[src/rtl/fifo_ctrl.sv]
// Single-clock FIFO controller: sequences an external fifomem RAM and hides its
// registered read latency behind a 2-entry output skid buffer.
module fifo_ctrl #(
    parameter int unsigned DATA_W   = 16,
    parameter int unsigned ADDR_W   = 8,
    parameter int unsigned AFULL_TH = (1 << ADDR_W) - 4
) (
    input  logic              clk,
    input  logic              rst,
    input  logic              flush,
    input  logic [DATA_W-1:0] in_data,
    input  logic              in_valid,
    output logic              in_ready,
    output logic [DATA_W-1:0] out_data,
    output logic              out_valid,
    input  logic              out_ready,
    output logic [ADDR_W+1:0] level,
    output logic              almost_full,
    output logic [DATA_W-1:0] mem_wdata,
    output logic [ADDR_W-1:0] mem_waddr,
    output logic              mem_wclken,
    output logic              mem_wfull,
    output logic [ADDR_W-1:0] mem_raddr,
    output logic              mem_rclken,
    input  logic [DATA_W-1:0] mem_rdata
);

    localparam int unsigned DEPTH = 1 << ADDR_W;
    localparam int unsigned CNT_W = ADDR_W + 1;
    localparam int unsigned LVL_W = ADDR_W + 2;

    logic [ADDR_W-1:0] wptr_q, wptr_d;
    logic [ADDR_W-1:0] rptr_q, rptr_d;
    logic [CNT_W-1:0]  mem_cnt_q, mem_cnt_d;
    logic              rd_pend_q, rd_pend_d;
    logic [1:0]        skid_cnt_q, skid_cnt_d;
    logic [DATA_W-1:0] skid0_q, skid0_d;
    logic [DATA_W-1:0] skid1_q, skid1_d;
    logic              out_valid_q, out_valid_d;
    logic              in_ready_q, in_ready_d;
    logic              almost_full_q, almost_full_d;
    logic [LVL_W-1:0]  level_q, level_d;

    logic              clr_c;
    logic              wr_c;
    logic              pop_c;
    logic              rd_issue_c;
    logic [1:0]        occ_c;
    logic [1:0]        cnt_tmp_c;

    // Handshake and read-issue strobes; clear cycles suppress all of them.
    always_comb begin
        clr_c      = rst | flush;
        wr_c       = in_valid & in_ready_q & ~clr_c;
        pop_c      = out_valid_q & out_ready & ~clr_c;
        occ_c      = skid_cnt_q + 2'(rd_pend_q) - 2'(pop_c);
        rd_issue_c = (mem_cnt_q != '0) && (occ_c < 2'd2) && !clr_c;
    end

    // Next-state: pointers, RAM count, in-flight read, skid buffer, status.
    always_comb begin
        wptr_d     = wptr_q;
        rptr_d     = rptr_q;
        mem_cnt_d  = mem_cnt_q;
        rd_pend_d  = rd_issue_c;
        skid0_d    = skid0_q;
        skid1_d    = skid1_q;
        cnt_tmp_c  = skid_cnt_q;

        if (wr_c) begin
            wptr_d = wptr_q + ADDR_W'(1);
        end
        if (rd_issue_c) begin
            rptr_d = rptr_q + ADDR_W'(1);
        end
        case ({wr_c, rd_issue_c})
            2'b10:   mem_cnt_d = mem_cnt_q + CNT_W'(1);
            2'b01:   mem_cnt_d = mem_cnt_q - CNT_W'(1);
            default: mem_cnt_d = mem_cnt_q;
        endcase

        // Pop shifts first, then the returning RAM word lands at the tail.
        if (pop_c) begin
            if (skid_cnt_q == 2'd2) begin
                skid0_d = skid1_q;
            end
            cnt_tmp_c = skid_cnt_q - 2'd1;
        end
        if (rd_pend_q && !clr_c) begin
            if (cnt_tmp_c == 2'd0) begin
                skid0_d = mem_rdata;
            end else begin
                skid1_d = mem_rdata;
            end
            cnt_tmp_c = cnt_tmp_c + 2'd1;
        end
        skid_cnt_d = cnt_tmp_c;

        if (flush) begin
            wptr_d     = '0;
            rptr_d     = '0;
            mem_cnt_d  = '0;
            rd_pend_d  = 1'b0;
            skid_cnt_d = 2'd0;
        end

        out_valid_d   = (skid_cnt_d != 2'd0);
        in_ready_d    = (mem_cnt_d != CNT_W'(DEPTH));
        level_d       = LVL_W'(mem_cnt_d) + LVL_W'(rd_pend_d) + LVL_W'(skid_cnt_d);
        almost_full_d = (level_d >= LVL_W'(AFULL_TH));
    end

    always_ff @(posedge clk) begin
        if (rst) begin
            wptr_q        <= '0;
            rptr_q        <= '0;
            mem_cnt_q     <= '0;
            rd_pend_q     <= 1'b0;
            skid_cnt_q    <= 2'd0;
            skid0_q       <= '0;
            skid1_q       <= '0;
            out_valid_q   <= 1'b0;
            in_ready_q    <= 1'b1;
            level_q       <= '0;
            almost_full_q <= 1'b0;
        end else begin
            wptr_q        <= wptr_d;
            rptr_q        <= rptr_d;
            mem_cnt_q     <= mem_cnt_d;
            rd_pend_q     <= rd_pend_d;
            skid_cnt_q    <= skid_cnt_d;
            skid0_q       <= skid0_d;
            skid1_q       <= skid1_d;
            out_valid_q   <= out_valid_d;
            in_ready_q    <= in_ready_d;
            level_q       <= level_d;
            almost_full_q <= almost_full_d;
        end
    end

    assign in_ready    = in_ready_q;
    assign out_valid   = out_valid_q;
    assign out_data    = skid0_q;
    assign level       = level_q;
    assign almost_full = almost_full_q;
    assign mem_wdata   = in_data;
    assign mem_waddr   = wptr_q;
    assign mem_wclken  = wr_c;
    assign mem_wfull   = 1'b0;
    assign mem_raddr   = rptr_q;
    assign mem_rclken  = rd_issue_c;

endmodule

[config.mk]
export PLATFORM = sky130hd
export DESIGN_NAME = fifo_ctrl
export DESIGN_NICKNAME = d
export VERILOG_FILES = /design/src/rtl/fifo_ctrl.sv
export SDC_FILE = /design/constraint.sdc
export NUM_CORES = 1
export LEC_CHECK = 0
export ABC_AREA = 1
export CAP_MARGIN = 5
export CORE_UTILIZATION = 49
export CTS_CLUSTER_DIAMETER = 80
export CTS_CLUSTER_SIZE = 25
export DETAILED_ROUTE_END_ITERATION = 6
export PLACE_DENSITY = 0.82
export REMOVE_ABC_BUFFERS = 1
export SLEW_MARGIN = 20
export SYNTH_ARGS = -nofsm -noshare
export SYNTH_HDL_FRONTEND = slang
export SYNTH_SLANG_ARGS = --single-unit
[constraint.sdc]
create_clock -name clk -period 6.14 [get_ports clk]
set_clock_uncertainty 0.05 [all_clocks]
set_input_delay 1.228 -clock clk [delete_from_list [all_inputs] [get_ports clk]]
set_output_delay 1.228 -clock clk [all_outputs]
set_load 0.05 [all_outputs]
==> results by group, run 1 <==
Timing
  • F_max: 0.189 GHz
  • Final setup violation count: 0
  • Relative slew slack: 37.0%
  • Final Hold Fails: 0
  • Worst Tran Pin Value: 0.944 ns
  • Period utilization: 86.4%
  • RSZ-0062 raised after global routing: no
  • Worst setup margin: 0.837 ns
  • Fin Hold WS: 0.407 ns
  • Tmin final: 5.30 ns
  • Pins over their slew limit: 0
  • Setup TNS Final: 0 ns

Power
  • Internal power: 756 uW
  • VDD IR-drop max: 0.142 mV
  • Static Leak: 0.00212 uW
  • Switch share: 31.5%
  • Pwr Density: 232 nW/um^2
  • Sequential share of power: 45.1%
  • Switching power: 348 uW
  • Clock share of power: 33.7%
  • Gate power share: 21.2%

Critical path
  • WP data arrival: 5.54 ns
  • Slowest stage cell, crit path: fa_1
  • Setup crit start kind: input pin
  • Crit path from: rst
  • CP max stage delay: 0.48 ns
  • Reg2Reg Depth: 25
  • RR Endpoint: almost_full
  • Critical register-to-register path startpoint: out_valid
  • Crit path buffers/inverters: 6
  • Critical Path Stages: 27
  • CP delay by family, top: simple AND/OR/NAND/NOR gates
  • Worst setup path class: in -> reg
  • Maximum fanout along the worst path: 9
  • Flop2flop setup slack: 1.98 ns
  • Crit end category: register
  • Critical Path End: almost_full
  • Critical Path RT: 6.38 ns

Detailed routing
  • DR DRC count: 0
  • Vias per Instance: 5.09
  • Starting DRT DRC Count: 96
  • Routed wire per std cell: 12.8 um
  • Vias: 3572
  • Final wirelength: 8950 um
  • Drt pass-1 iters: 4
  • Antenna Nets Post-Route: 0

Synthesis
  • Synth unique cells: 43
  • FFs w/ async S/R, synth: 0%
  • Post-synthesis sequential area ratio: 36.9%
  • Synth Warn #: 0
  • Post-synth EDFFs: 0
  • Syn Area/Cell: 7.22 sq um
  • Synthesized area: 3960 sq um
  • Mapped Cells: 549
  • Top_reg_cell synth: dfxtp_1
  • Register bit total from synthesis: 73

Layout
  • Final nets: 649
  • Syn-to-layout area delta: 20.2%
  • Filler Cells Inserted: 678
  • Share of cells above drive strength 1: 9.83%
  • N_diodes: 0

Placement
  • Pre-CTS WS: 0.538 ns
  • DP HPWL: 6500 um
  • PortBufs: 67
  • Routability cong.: 0.860

Clocking
  • CTS tree: built
  • Root Driver: clkbuf_8
  • Num CTS Buffers: 9
  • # resized after CTS: 0
  • Htree depth: 3
  • Clock Sinks: 73
  • Clock Pin Slew Worst Setup and Hold Paths: 0.08 ns
  • Number of hold buffers added after cts: 0
  • Clock latency on the worst-skew pair: 0.34 ns
  • Worst-case clock buffer depth: 2
  • Post-CTS Setup Bufs: 0

Global routing
  • Largest net degree at the start of global routing: 34
  • First-pass GRT wire length: 15000 um
  • Initial antenna violation count: 0
  • Total GRT Usage: 22.1%
  • GRT Residual Overflow: 0
  • Vias in the first global route: 3339

Min path
  • HP Class: reg -> reg

Floorplanning
  • Core ar.: 7770 sq um
  • I/O pin count: 101
  • Initial Utilization: 51.0%
  • Die Y: 91.9 um
  • Core Rows: 32
  • Die area: 8450 sq um
  • Die X: 91.9 um

Outcome
  • Status: completed

Flow run
  • Max-cap viol count: 0
[tightest hold or removal path, cell delays in order (launching register included)]
cell	delay (ns)
dfxtp_1	0.30
inv_1	0.06
a21oi_1	0.05
[routing by layer]
| metal | part of all wire (%) | vias up | global-route usage (%) |
|---|---|---|---|
| li1 | - | 1804 | - |
| met1 | 45 | 1641 | 26.8 |
| met2 | 47 | 115 | 36.9 |
| met3 | 7.0 | 12 | 7.96 |
| met4 | 0.97 | 0 | 6.25 |
| met5 | 0 | - | 0 |
[registers in the layout, indices dropped and copies added (netlist names), 2 cells and up]
register	flops
skid1_q	16
skid_cnt_q	2
level	10
mem_raddr	8
out_data	16
mem_cnt_q	9
mem_waddr	8
[placed cells by master (no fill, tap or decap), types with 4 or more instances in the layout]
| cell type | count |
|---|---|
| nand3_2 | 7 |
| nor2_4 | 6 |
| ha_1 | 14 |
| clkdlybuf4s50_1 | 67 |
| nor2_1 | 50 |
| o211ai_1 | 16 |
| nand2_1 | 105 |
| nand4_1 | 7 |
| inv_2 | 7 |
| clkbuf_8 | 9 |
| clkinv_2 | 4 |
| inv_1 | 94 |
| a21oi_1 | 35 |
| o21ai_0 | 39 |
| nand2_2 | 6 |
| nand3_1 | 18 |
| dfxtp_1 | 73 |
[worst min-delay path by stage]
stage | from | slack [ns] | cells past startpoint | to
floorplan | skid1_q[0] | 0.38 | 2 | skid1_q[0]
global placement | skid1_q[13] | 0.39 | 2 | skid1_q[13]
detailed placement | mem_waddr[7] | 0.39 | 1 | mem_waddr[7]
CTS | mem_waddr[7] | 0.41 | 1 | mem_waddr[7]
global route | mem_waddr[7] | 0.42 | 1 | mem_waddr[7]
finish | skid1_q[8] | 0.41 | 2 | skid1_q[8]
[synthesized netlist by cell type, types with 3 or more instances]
library cell  number  area share [%]
a21oi_1           35             4.4
buf_2              5            0.63
buf_4             18             3.4
clkbuf_1           9            0.85
dfxtp_1           73              37
fa_1               3             1.5
ha_1              14             4.4
inv_1             94             8.9
inv_2              7            0.66
nand2_1          105             9.9
nand2_2            6            0.95
nand2_4            3            0.85
nand3_1           18             2.3
nand3_2            7             1.8
nand3b_1           3            0.57
nand4_1            7             1.1
nor2_1            50             4.7
nor2_4             5             1.4
o211ai_1          16             3.0
o21ai_0           39             4.9
o21ai_1            3            0.38
xnor2_1            3            0.66
[kinds of logic after synthesis]
kind of cell | synth area share [%]
adder cells (fa/ha/maj) | 5.94
multiplexers | 0.253
other | 0.0946
AO/OA/AOI/OAI | 14.3
XOR/XNOR | 1.11
AND/OR/NAND/NOR | 26.1
buffers and inverters | 15.4
flip-flops | 36.9
[per-stage QoR]
step / cell area, sq um / instances / total power [uW] / util [%]
5_1_grt: 4760 / 702 / 1150 / 61.3
6_report: 4760 / 702 / 1100 / 61.3
3_3_place_gp: 4560 / 686 / 737 / 58.7
3_5_place_dp: 4560 / 686 / 743 / 58.7
4_1_cts: 4760 / 702 / 1110 / 61.2
2_1_floorplan: 3740 / 514 / 669 / -
[final cells by class]
cell class | instances | area (sq um) | share of cell area (%)
sequential | 73 | 1460 | 30.7
timing repair buffer | 70 | 693 | 14.6
clock buffer | 9 | 124 | 2.60
clock inverter | 7 | 70.1 | 1.47
inverter | 103 | 390 | 8.20
tap | 102 | 128 | 2.68
multi-input combinational | 338 | 1900 | 39.8
[power by group through the flow]
stage	Sequential (uW)	Combinational [uW]	Clock, uW
global route	500	257	398
floorplan	547	122	0
global placement	509	228	0
CTS	498	235	381
finish	498	235	372
detailed placement	509	234	0
(Power assumes the default switching activity.)
==> run 2, diff against run 1 <==
--- a/config.mk
+++ b/config.mk
@@ -7,11 +7,12 @@
 export LEC_CHECK = 0
 export ABC_AREA = 1
 export CAP_MARGIN = 5
-export CORE_UTILIZATION = 49
+export CORE_UTILIZATION = 63
 export CTS_CLUSTER_DIAMETER = 80
 export CTS_CLUSTER_SIZE = 25
 export DETAILED_ROUTE_END_ITERATION = 6
-export PLACE_DENSITY = 0.82
+export DONT_BUFFER_PORTS = 1
+export PLACE_DENSITY = 0.81
 export REMOVE_ABC_BUFFERS = 1
 export SLEW_MARGIN = 20
 export SYNTH_ARGS = -nofsm -noshare
==> run 2 against run 1 <==
Clock power fell by 11%. Routed wire length fell by 12%. Worst setup slack improved by 0.012 ns. Clock-buffer cell count rose by 1. Power fell by 7.6%. Largest power group unchanged.
==> results by group, run 2 (synthesis results as in run 1) <==
Timing
  • Setup TNS Final: 0 ns
  • Final Hold Fails: 0
  • RSZ-0062 raised after global routing: no
  • Relative slew slack: 40.8%
  • Final setup violation count: 0
  • Pins over their slew limit: 0
  • Worst Tran Pin Value: 0.887 ns
  • Period utilization: 86.2%
  • F_max: 0.189 GHz
  • Fin Hold WS: 0.404 ns
  • Tmin final: 5.29 ns

Detailed routing
  • DR DRC count: 0
  • Routed wire per std cell: 13.1 um
  • Antenna Nets Post-Route: 0
  • Drt pass-1 iters: 4
  • Vias per Instance: 5.32
  • Final wirelength: 7910 um
  • Starting DRT DRC Count: 189
  • Vias: 3221

Clocking
  • Clock Pin Slew Worst Setup and Hold Paths: 0.08 ns
  • Htree depth: 3
  • Worst-case clock buffer depth: 2
  • Clock Sinks: 73
  • Num CTS Buffers: 9
  • Number of hold buffers added after cts: 0
  • Clock latency on the worst-skew pair: 0.34 ns
  • CTS tree: built
  • Root Driver: clkbuf_8
  • # resized after CTS: 0
  • Post-CTS Setup Bufs: 0

Layout
  • Filler Cells Inserted: 531
  • Final nets: 580
  • Multi-input logic area: 1900 sq um
  • N_diodes: 0
  • Most common cell after layout, fill and taps aside: nand2_1
  • Final design utilization: 67.1%
  • Register area: 1460 sq um
  • Most frequent cells in the layout: nand2_1, inv_1, dfxtp_1
  • Syn-to-layout area delta: 1.42%
  • Share of cells above drive strength 1: 10.5%

Placement
  • PortBufs: 0
  • Routability cong.: 0.879
  • DP HPWL: 5790 um

Power
  • Switch share: 32.8%
  • Internal power: 686 uW
  • Clock share of power: 32.3%
  • VDD IR-drop max: 0.179 mV
  • Static Leak: 0.00185 uW
  • Pwr Density: 254 nW/um^2
  • Switching power: 335 uW
  • Gate power share: 14.8%
  • Sequential share of power: 52.9%

Global routing
  • Vias in the first global route: 2912
  • First-pass GRT wire length: 12800 um
  • Total GRT Usage: 25.0%
  • Initial antenna violation count: 0
  • Largest net degree at the start of global routing: 34
  • GRT Residual Overflow: 0

Floorplanning
  • Die area: 6610 sq um
  • I/O pin count: 101
  • Core ar.: 5990 sq um
  • Initial Utilization: 66.1%
  • Core Rows: 28
  • Die X: 81.3 um
  • Die Y: 81.3 um

Critical path
  • Setup crit start kind: input pin
  • Slowest stage cell, crit path: fa_1
  • Crit end category: register
  • CP delay by family, top: simple AND/OR/NAND/NOR gates
  • Critical Path RT: 6.38 ns
  • CP max stage delay: 0.49 ns
  • Maximum fanout along the worst path: 21
  • WP data arrival: 5.53 ns
  • Worst setup path class: in -> reg
  • Crit path buffers/inverters: 6

Flow run
  • Max-cap viol count: 0

Min path
  • HP Class: reg -> reg

Outcome
  • Status: completed
## run 2: path summary, 6_finish.rpt
check | startpoint | endpoint | slack (ns) | cells past startpoint
max reg2reg | out_valid | almost_full | 1.26 | 26
min reg2reg | skid1_q[13] | skid1_q[13] | 0.40 | 2
max | rst | almost_full | 0.85 | 27
min | skid1_q[13] | skid1_q[13] | 0.40 | 2
## run 2: power groups by stage
| stage | combinational [uW] | clock (uW) | sequential (uW) |
|---|---|---|---|
| final | 151 | 330 | 540 |
| after global placement | 147 | 0 | 550 |
| after detailed placement | 150 | 0 | 550 |
| after CTS | 151 | 338 | 539 |
| after global routing | 171 | 358 | 541 |
| after floorplan | 122 | 0 | 547 |
## run 2: worst reg2reg max path, stage by stage (launching register included)
cell and delay [ns]:
dfxtp_1 0.67, nand3_1 0.31, inv_1 0.13, ha_1 0.27, nor2_1 0.17, xnor2_1 0.10
inv_2 0.07, nand2_4 0.07, nor2_1 0.10, buf_4 0.23, ha_1 0.41, inv_1 0.10
fa_1 0.44, nand2_1 0.08, nand2_1 0.05, nor2_1 0.17, inv_1 0.11, fa_1 0.49
nor2_4 0.14, nand3_2 0.11, clkinv_2 0.09, nand2_2 0.05, o21ai_1 0.11, nand2_1 0.09
nor2_1 0.10, nand2_1 0.06, nand3_2 0.05
## run 2: area by class of cell
cell class | instances | share of cell area [%]
inverter | 103 | 9.71
clock inverter | 6 | 1.06
tap | 75 | 2.33
multi-input combinational | 338 | 47.2
sequential | 73 | 36.4
timing repair buffer | 1 | 0.187
clock buffer | 10 | 3.18
## run 2: through the flow
| step | cells | setup slack, ns | instance area, sq um | total power, uW |
|---|---|---|---|---|
| after CTS | 606 | 0.941 | 4010 | 1030 |
| after global placement | 590 | 0.787 | 3840 | 697 |
| final | 606 | 0.850 | 4020 | 1020 |
| after detailed placement | 590 | 0.571 | 3840 | 700 |
| after global routing | 606 | 0.442 | 4020 | 1070 |
| after floorplan | 514 | 0.575 | 3740 | 669 |
## run 2: metal layers
layer	track usage, %	up-vias	part of all wire (%)
li1	-	1665	-
met1	30.0	1422	43
met2	39.8	126	45
met3	10.2	8	10
met4	9.29	0	1.1
met5	0	-	0
